<file path="src/rtl/serial_subtractor_8bits_pkg.sv">
// Shared constants and FSM state type for the bit-serial subtractor.
package serial_subtractor_8bits_pkg;

    // Default operand width in bits
    localparam int DEF_WIDTH = 8;

    // Width of the bit counter that walks through the operand bits
    localparam int CNT_W = 3;

    // Controller states
    typedef enum logic [1:0] {
        IDLE  = 2'b00,
        SHIFT = 2'b01,
        DONE  = 2'b10
    } state_t;

endpackage

</file>
<file path="src/rtl/serial_subtractor_8bits_if.sv">
// Request/result bundle between a requester (master) and the serial subtractor (slave).
interface serial_subtractor_8bits_if
    import serial_subtractor_8bits_pkg::*;
#(
    parameter int WIDTH = DEF_WIDTH
);
    logic             Start;
    logic [WIDTH-1:0] InA;
    logic [WIDTH-1:0] InB;
    logic             Busy;
    logic             Done;
    logic [WIDTH:0]   R;

    modport master (
        output Start,
        output InA,
        output InB,
        input  Busy,
        input  Done,
        input  R
    );

    modport slave (
        input  Start,
        input  InA,
        input  InB,
        output Busy,
        output Done,
        output R
    );
endinterface

</file>
<file path="src/rtl/serial_subtractor_8bits_fullsub.sv">
// One-bit full subtractor: difference and borrow-out of a - b - bin.
module FullSubtractor (
    input  logic a,
    input  logic b,
    input  logic bin,
    output logic d,
    output logic bout
);

    assign d    = a ^ b ^ bin;
    assign bout = (~a & b) | (~(a ^ b) & bin);

endmodule

</file>
<file path="src/rtl/serial_subtractor_8bits.sv">
// Bit-serial subtractor: computes InA - InB LSB first, one bit per clock,
// and presents {borrow, difference} on R with a one-cycle Done pulse.
module serial_subtractor_8bits
    import serial_subtractor_8bits_pkg::*;
#(
    parameter int WIDTH = DEF_WIDTH
) (
    input  logic                      Clk,
    input  logic                      Rst,
    serial_subtractor_8bits_if.slave  bus
);

    localparam logic [CNT_W-1:0] LAST_BIT = CNT_W'(WIDTH - 1);

    state_t             state_r;
    state_t             nextState_s;
    logic [WIDTH-1:0]   opA_r;
    logic [WIDTH-1:0]   opB_r;
    logic [WIDTH-1:0]   result_r;
    logic               borrow_r;
    logic [CNT_W-1:0]   bitCnt_r;
    logic [WIDTH:0]     rOut_r;
    logic               busy_r;
    logic               done_r;
    logic               diffBit_s;
    logic               borrowNext_s;

    // Per-bit arithmetic on the current LSBs and the running borrow
    FullSubtractor uFullSub (
        .a    (opA_r[0]),
        .b    (opB_r[0]),
        .bin  (borrow_r),
        .d    (diffBit_s),
        .bout (borrowNext_s)
    );

    // Next-state decode for the IDLE/SHIFT/DONE controller
    always_comb begin
        nextState_s = state_r;
        case (state_r)
            IDLE: begin
                if (bus.Start) begin
                    nextState_s = SHIFT;
                end else begin
                    nextState_s = IDLE;
                end
            end
            SHIFT: begin
                if (bitCnt_r == LAST_BIT) begin
                    nextState_s = DONE;
                end else begin
                    nextState_s = SHIFT;
                end
            end
            DONE: begin
                nextState_s = IDLE;
            end
            default: begin
                nextState_s = IDLE;
            end
        endcase
    end

    // State register plus datapath: capture, shift, and result load
    always_ff @(posedge Clk) begin
        if (Rst) begin
            state_r  <= IDLE;
            opA_r    <= '0;
            opB_r    <= '0;
            result_r <= '0;
            borrow_r <= 1'b0;
            bitCnt_r <= '0;
            rOut_r   <= '0;
            busy_r   <= 1'b0;
            done_r   <= 1'b0;
        end else begin
            state_r <= nextState_s;
            // Flags follow the state being entered so they line up with it
            busy_r  <= (nextState_s == SHIFT);
            done_r  <= (nextState_s == DONE);
            case (state_r)
                IDLE: begin
                    if (bus.Start) begin
                        opA_r    <= bus.InA;
                        opB_r    <= bus.InB;
                        result_r <= '0;
                        borrow_r <= 1'b0;
                        bitCnt_r <= '0;
                    end
                end
                SHIFT: begin
                    opA_r    <= opA_r >> 1;
                    opB_r    <= opB_r >> 1;
                    result_r <= {diffBit_s, result_r[WIDTH-1:1]};
                    borrow_r <= borrowNext_s;
                    bitCnt_r <= bitCnt_r + 1'b1;
                    // Last bit: publish the finished result as DONE is entered
                    if (bitCnt_r == LAST_BIT) begin
                        rOut_r <= {borrowNext_s, diffBit_s, result_r[WIDTH-1:1]};
                    end
                end
                default: begin
                    // DONE and unused codes: datapath holds
                end
            endcase
        end
    end

    assign bus.Busy = busy_r;
    assign bus.Done = done_r;
    assign bus.R    = rOut_r;

endmodule

</file>
<file path="src/flat_wrapper.sv">
// flat-port wrapper written by rule: the top's interface ports become plain ports
module serial_subtractor_8bits_flat import serial_subtractor_8bits_pkg::*;
#(
    parameter int WIDTH = DEF_WIDTH
)
  (Clk, Rst, bus_Start, bus_InA, bus_InB, bus_Busy, bus_Done, bus_R);
  serial_subtractor_8bits_if #(.WIDTH(WIDTH)) bus_i ();
  input  logic Clk;
  input  logic Rst;
  input wire logic [$bits(bus_i.Start)-1:0] bus_Start;
  input wire logic [$bits(bus_i.InA)-1:0] bus_InA;
  input wire logic [$bits(bus_i.InB)-1:0] bus_InB;
  output wire logic [$bits(bus_i.Busy)-1:0] bus_Busy;
  output wire logic [$bits(bus_i.Done)-1:0] bus_Done;
  output wire logic [$bits(bus_i.R)-1:0] bus_R;
  assign bus_i.Start = bus_Start;
  assign bus_i.InA = bus_InA;
  assign bus_i.InB = bus_InB;
  assign bus_Busy = bus_i.Busy;
  assign bus_Done = bus_i.Done;
  assign bus_R = bus_i.R;
  serial_subtractor_8bits #(.WIDTH(WIDTH)) u_core (.Clk(Clk), .Rst(Rst), .bus(bus_i));
endmodule
</file>
<file path="config.mk">
export PLATFORM = sky130hd
export DESIGN_NAME = serial_subtractor_8bits_flat
export DESIGN_NICKNAME = d
export VERILOG_FILES = /design/src/rtl/serial_subtractor_8bits_pkg.sv /design/src/rtl/serial_subtractor_8bits_if.sv /design/src/rtl/serial_subtractor_8bits_fullsub.sv /design/src/rtl/serial_subtractor_8bits.sv /design/src/flat_wrapper.sv
export SDC_FILE = /design/constraint.sdc
export NUM_CORES = 1
export LEC_CHECK = 0
export ABC_AREA = 0
export CORE_MARGIN = 8
export CORE_UTILIZATION = 51
export CTS_CLUSTER_DIAMETER = 100
export DETAILED_ROUTE_END_ITERATION = 16
export PLACE_DENSITY = 0.78
export SLEW_MARGIN = 0
export SYNTH_ARGS = -nofsm -noshare
export SYNTH_HDL_FRONTEND = slang
export SYNTH_SLANG_ARGS = --single-unit
</file>
<file path="constraint.sdc">
create_clock -name Clk -period 1.5 [get_ports Clk]
set_input_delay 0.45 -clock Clk [delete_from_list [all_inputs] [get_ports Clk]]
set_output_delay 0.45 -clock Clk [all_outputs]
set_load 0.02 [all_outputs]
</file>
==> results.json, run 1 <==
{
  "multi_input_area_um2": 743.2,
  "port_buffers": 29,
  "ys_seq_area_share_pct": 48.89,
  "comb_power_share_pct": 13.2,
  "layout_commonest_cell": "dfxtp_1",
  "r2r_start": "u_core.bitCnt_r[0]$_SDFFE_PP0P_",
  "grt_overflow": 0,
  "wire_per_inst_um": 14.15,
  "syn_avg_cell_area_um2": 9.987,
  "vias": 1239,
  "die_x_um": 72.67,
  "htree_levels": 2,
  "fin_cells": 238,
  "ant_nets": 0,
  "path_class": "flip-flop to output pin",
  "numCtsBuffers": 5,
  "status": "completed",
  "crit_family": "flip-flops",
  "min_delay_path_depth": 2,
  "drive_above_1_share_pct": 13.40,
  "diodes": 0,
  "grt_pass1_vias": 1224,
  "p_sw_share_pct": 24.72,
  "syn_nets": 186,
  "ctsHoldBuffers": 0,
  "p_int_mw": 1.472,
  "path_depth": 1,
  "routed_wl_um": 3368,
  "timing.setup.tns_ns": 0,
  "cts_tree": "yes",
  "route.detailed.drc": 0,
  "cp_slowest_cell": "dfxtp_1",
  "ff_latch_area_um2": 800.8,
  "drv_slew": 0,
  "dpl.cell_count": 230,
  "power.switching_mw": 0.4835,
  "setup_viol": 0,
  "syn_inst": 164,
  "whs_ns": 0.4633,
  "num_rows": 20,
  "startpoint": "u_core.bus.R[0]$_SDFFE_PP0P_",
  "synth_area_um2": 1638,
  "arrival_ns": 1.01,
  "yosysTopAreaCell": "dfxtp_1",
  "gp_congestion": 0.7051,
  "cts_setup_buffers": 0,
  "slowest_delay_ns": 0.35,
  "antenna_found_initial": 0,
  "synth-xor-area-share_pct": 0,
  "synth_fa_ha_area_share_pct": 2.750,
  "grt_start_max_net_pins": 30,
  "drt_pass1_iterations": 4,
  "cts_sinks": 40,
  "core_um2": 3053,
  "synth_top_area_share_pct": 48.89,
  "hold_viol": 0,
  "viasPerCell": 5.206,
  "synth-seq-cells": 40,
  "synthTopCellsByArea": "dfxtp_1 49%, mux2i_1 9.8%, a211oi_2 7.6%",
  "tightest_slew_ns": 0.5271,
  "nFillCells": 265,
  "synth_top_family_by_area": "compound AO/OA/AOI/OAI gates",
  "layout_common_cells": "40 x dfxtp_1, 29 x nor2_1, 18 x clkdlybuf4s50_1, 16 x mux2i_1, 11 x a22oi_1",
  "ys_types": 26,
  "synthMuxAreaShare_pct": 9.778,
  "reg2reg_to": "u_core.bus.R[5]$_SDFFE_PP0P_",
  "critPathRequiredTime_ns": 1.05,
  "p_seq_share_pct": 58.0,
  "cts-root-buf": "clkbuf_4",
  "vdd_ir_drop_max_mv": 0.7191,
  "dr.first_iter.drc_count": 72,
  "skew_ns": 0.009245,
  "grt_pass1_wl_um": 5602,
  "cp-end-kind": "output pin",
  "synth-simple-area-share_pct": 13.83,
  "final_util_pct": 66.52,
  "cellPowerDensity_nw_per_um2": 963.1,
  "endpoint": "bus_R[0]",
  "rrSetupSlack_ns": 0.15,
  "synth-compound-area-share_pct": 19.02,
  "area_growth_pct": 23.99,
  "dieHeight_um": 72.67,
  "hpwl_um": 2434,
  "ys_warn_count": 0,
  "maxCapViolCount": 0,
  "p_leak_nw": 0.7877,
  "cp_num_buf_inv": 1,
  "min_period_over_period_pct": 97.33,
  "finalNetCount": 215,
  "start_util_pct": 53.65,
  "period_needed_ns": 1.460,
  "startpoint_type": "flip-flop",
  "path_clk_slew_ns": 0.11,
  "reg2reg_depth": 5,
  "path_cells": "clkdlybuf4s15_1",
  "rsz0062_at_grt": "no",
  "clkPwrFrac_pct": 28.8,
  "grtUsageTotal_pct": 13.32,
  "hold_class": "flip-flop to flip-flop",
  "cts_buffer_depth": 2,
  "slew_headroom_pct": 64.83,
  "dieArea_um2": 5281,
  "clk-insertion-delay-late_ns": 0.34,
  "timing.final.ws_setup_ns": 0.04009,
  "pre_cts_ws_ns": -0.2297,
  "max_clock_freq_mhz": 685.0,
  "crit_fanout": 2,
  "io_pins": 30
}
power groups by stage:
stage,Sequential [mW],Combinational [mW],Clock [mW]
after floorplan,1.15,0.172,0
after global placement,1.16,0.250,0
after detailed placement,1.16,0.259,0
after CTS,1.13,0.259,0.575
after global routing,1.14,0.281,0.617
final,1.13,0.258,0.563
synthesized netlist by cell type:
cell type,count
fa_1,1
a22oi_1,11
a211oi_1,4
buf_4,1
nor3b_1,1
nand2b_1,2
and2b_4,1
o21bai_2,1
buf_1,2
buf_2,5
a2bb2oi_1,1
clkbuf_1,3
mux2i_1,16
nand3b_1,1
nand3_1,8
a21oi_1,9
nand2_1,8
a311oi_1,1
nor2_1,29
nor3_1,2
a211oi_2,10
buf_12,1
inv_1,3
dfxtp_1,40
buf_6,1
ha_1,2
sequential cells by signal, summed over array words and instances, names as in the netlist:
signal / cells
u_core.bus.R: 9
u_core.opA_r: 8
u_core.opB_r: 8
u_core.result_r: 7
u_core.bitCnt_r: 3
u_core.state_r: 2
u_core.borrow_r: 1
u_core.bus.Busy: 1
u_core.bus.Done: 1
logic make-up after synthesis:
logic type / Yosys count
fa+ha+maj: 3
buf+inv: 16
mux: 16
compound gates: 37
simple gates: 52
flops: 40
repair_timing:
item / in CTS / in global routing
cloned: 0 / 0
setup endpoints to repair: 11 / 10
endpoints found under the hold margin: 0 / 0
resized for setup: 12 / 11
metal layers:
layer	track usage [%]	part of all wire (%)
met5	0	0
met4	6.222	1.3
met3	4.670	5.6
met2	21.57	48
met1	15.25	45
stage by stage:
stage	instance area [µm²]	total power [mW]
after floorplan	1638	1.326
after global placement	1983	1.406
after detailed placement	1983	1.418
after CTS	2029	1.969
after global routing	2031	2.038
final	2031	1.956
area by class of cell:
cell class              count  area share, %
flip-flops and latches     40          39.43
multi-input cells         108          36.60
repair buffers             35          17.81
clock buffers               8          2.896
well taps                  44          2.711
inverters                   3         0.5545
worst min-delay path by stage:
stage,start,endpoint
floorplan,u_core.result_r[1]$_SDFFE_PP0P_,u_core.bus.R[0]$_SDFFE_PP0P_
global placement,u_core.bus.R[4]$_SDFFE_PP0P_,u_core.bus.R[4]$_SDFFE_PP0P_
detailed placement,u_core.bus.R[3]$_SDFFE_PP0P_,u_core.bus.R[3]$_SDFFE_PP0P_
CTS,u_core.bus.R[1]$_SDFFE_PP0P_,u_core.bus.R[1]$_SDFFE_PP0P_
global route,u_core.bus.R[6]$_SDFFE_PP0P_,u_core.bus.R[6]$_SDFFE_PP0P_
finish,u_core.bus.R[1]$_SDFFE_PP0P_,u_core.bus.R[1]$_SDFFE_PP0P_
(Power assumes the default switching activity.)
==> run 2, diff against run 1 <==
- CTS_CLUSTER_DIAMETER: 100 -> unset
- SLEW_MARGIN: 0 -> 30
==> results of run 2 <==
Final layout, timing and power as in run 1 (identical DEF).
==> run 3, diff against run 2 <==
- TNS_END_PERCENT: unset -> 20
==> results of run 3 <==
Final layout, timing and power as in run 1 (identical DEF).
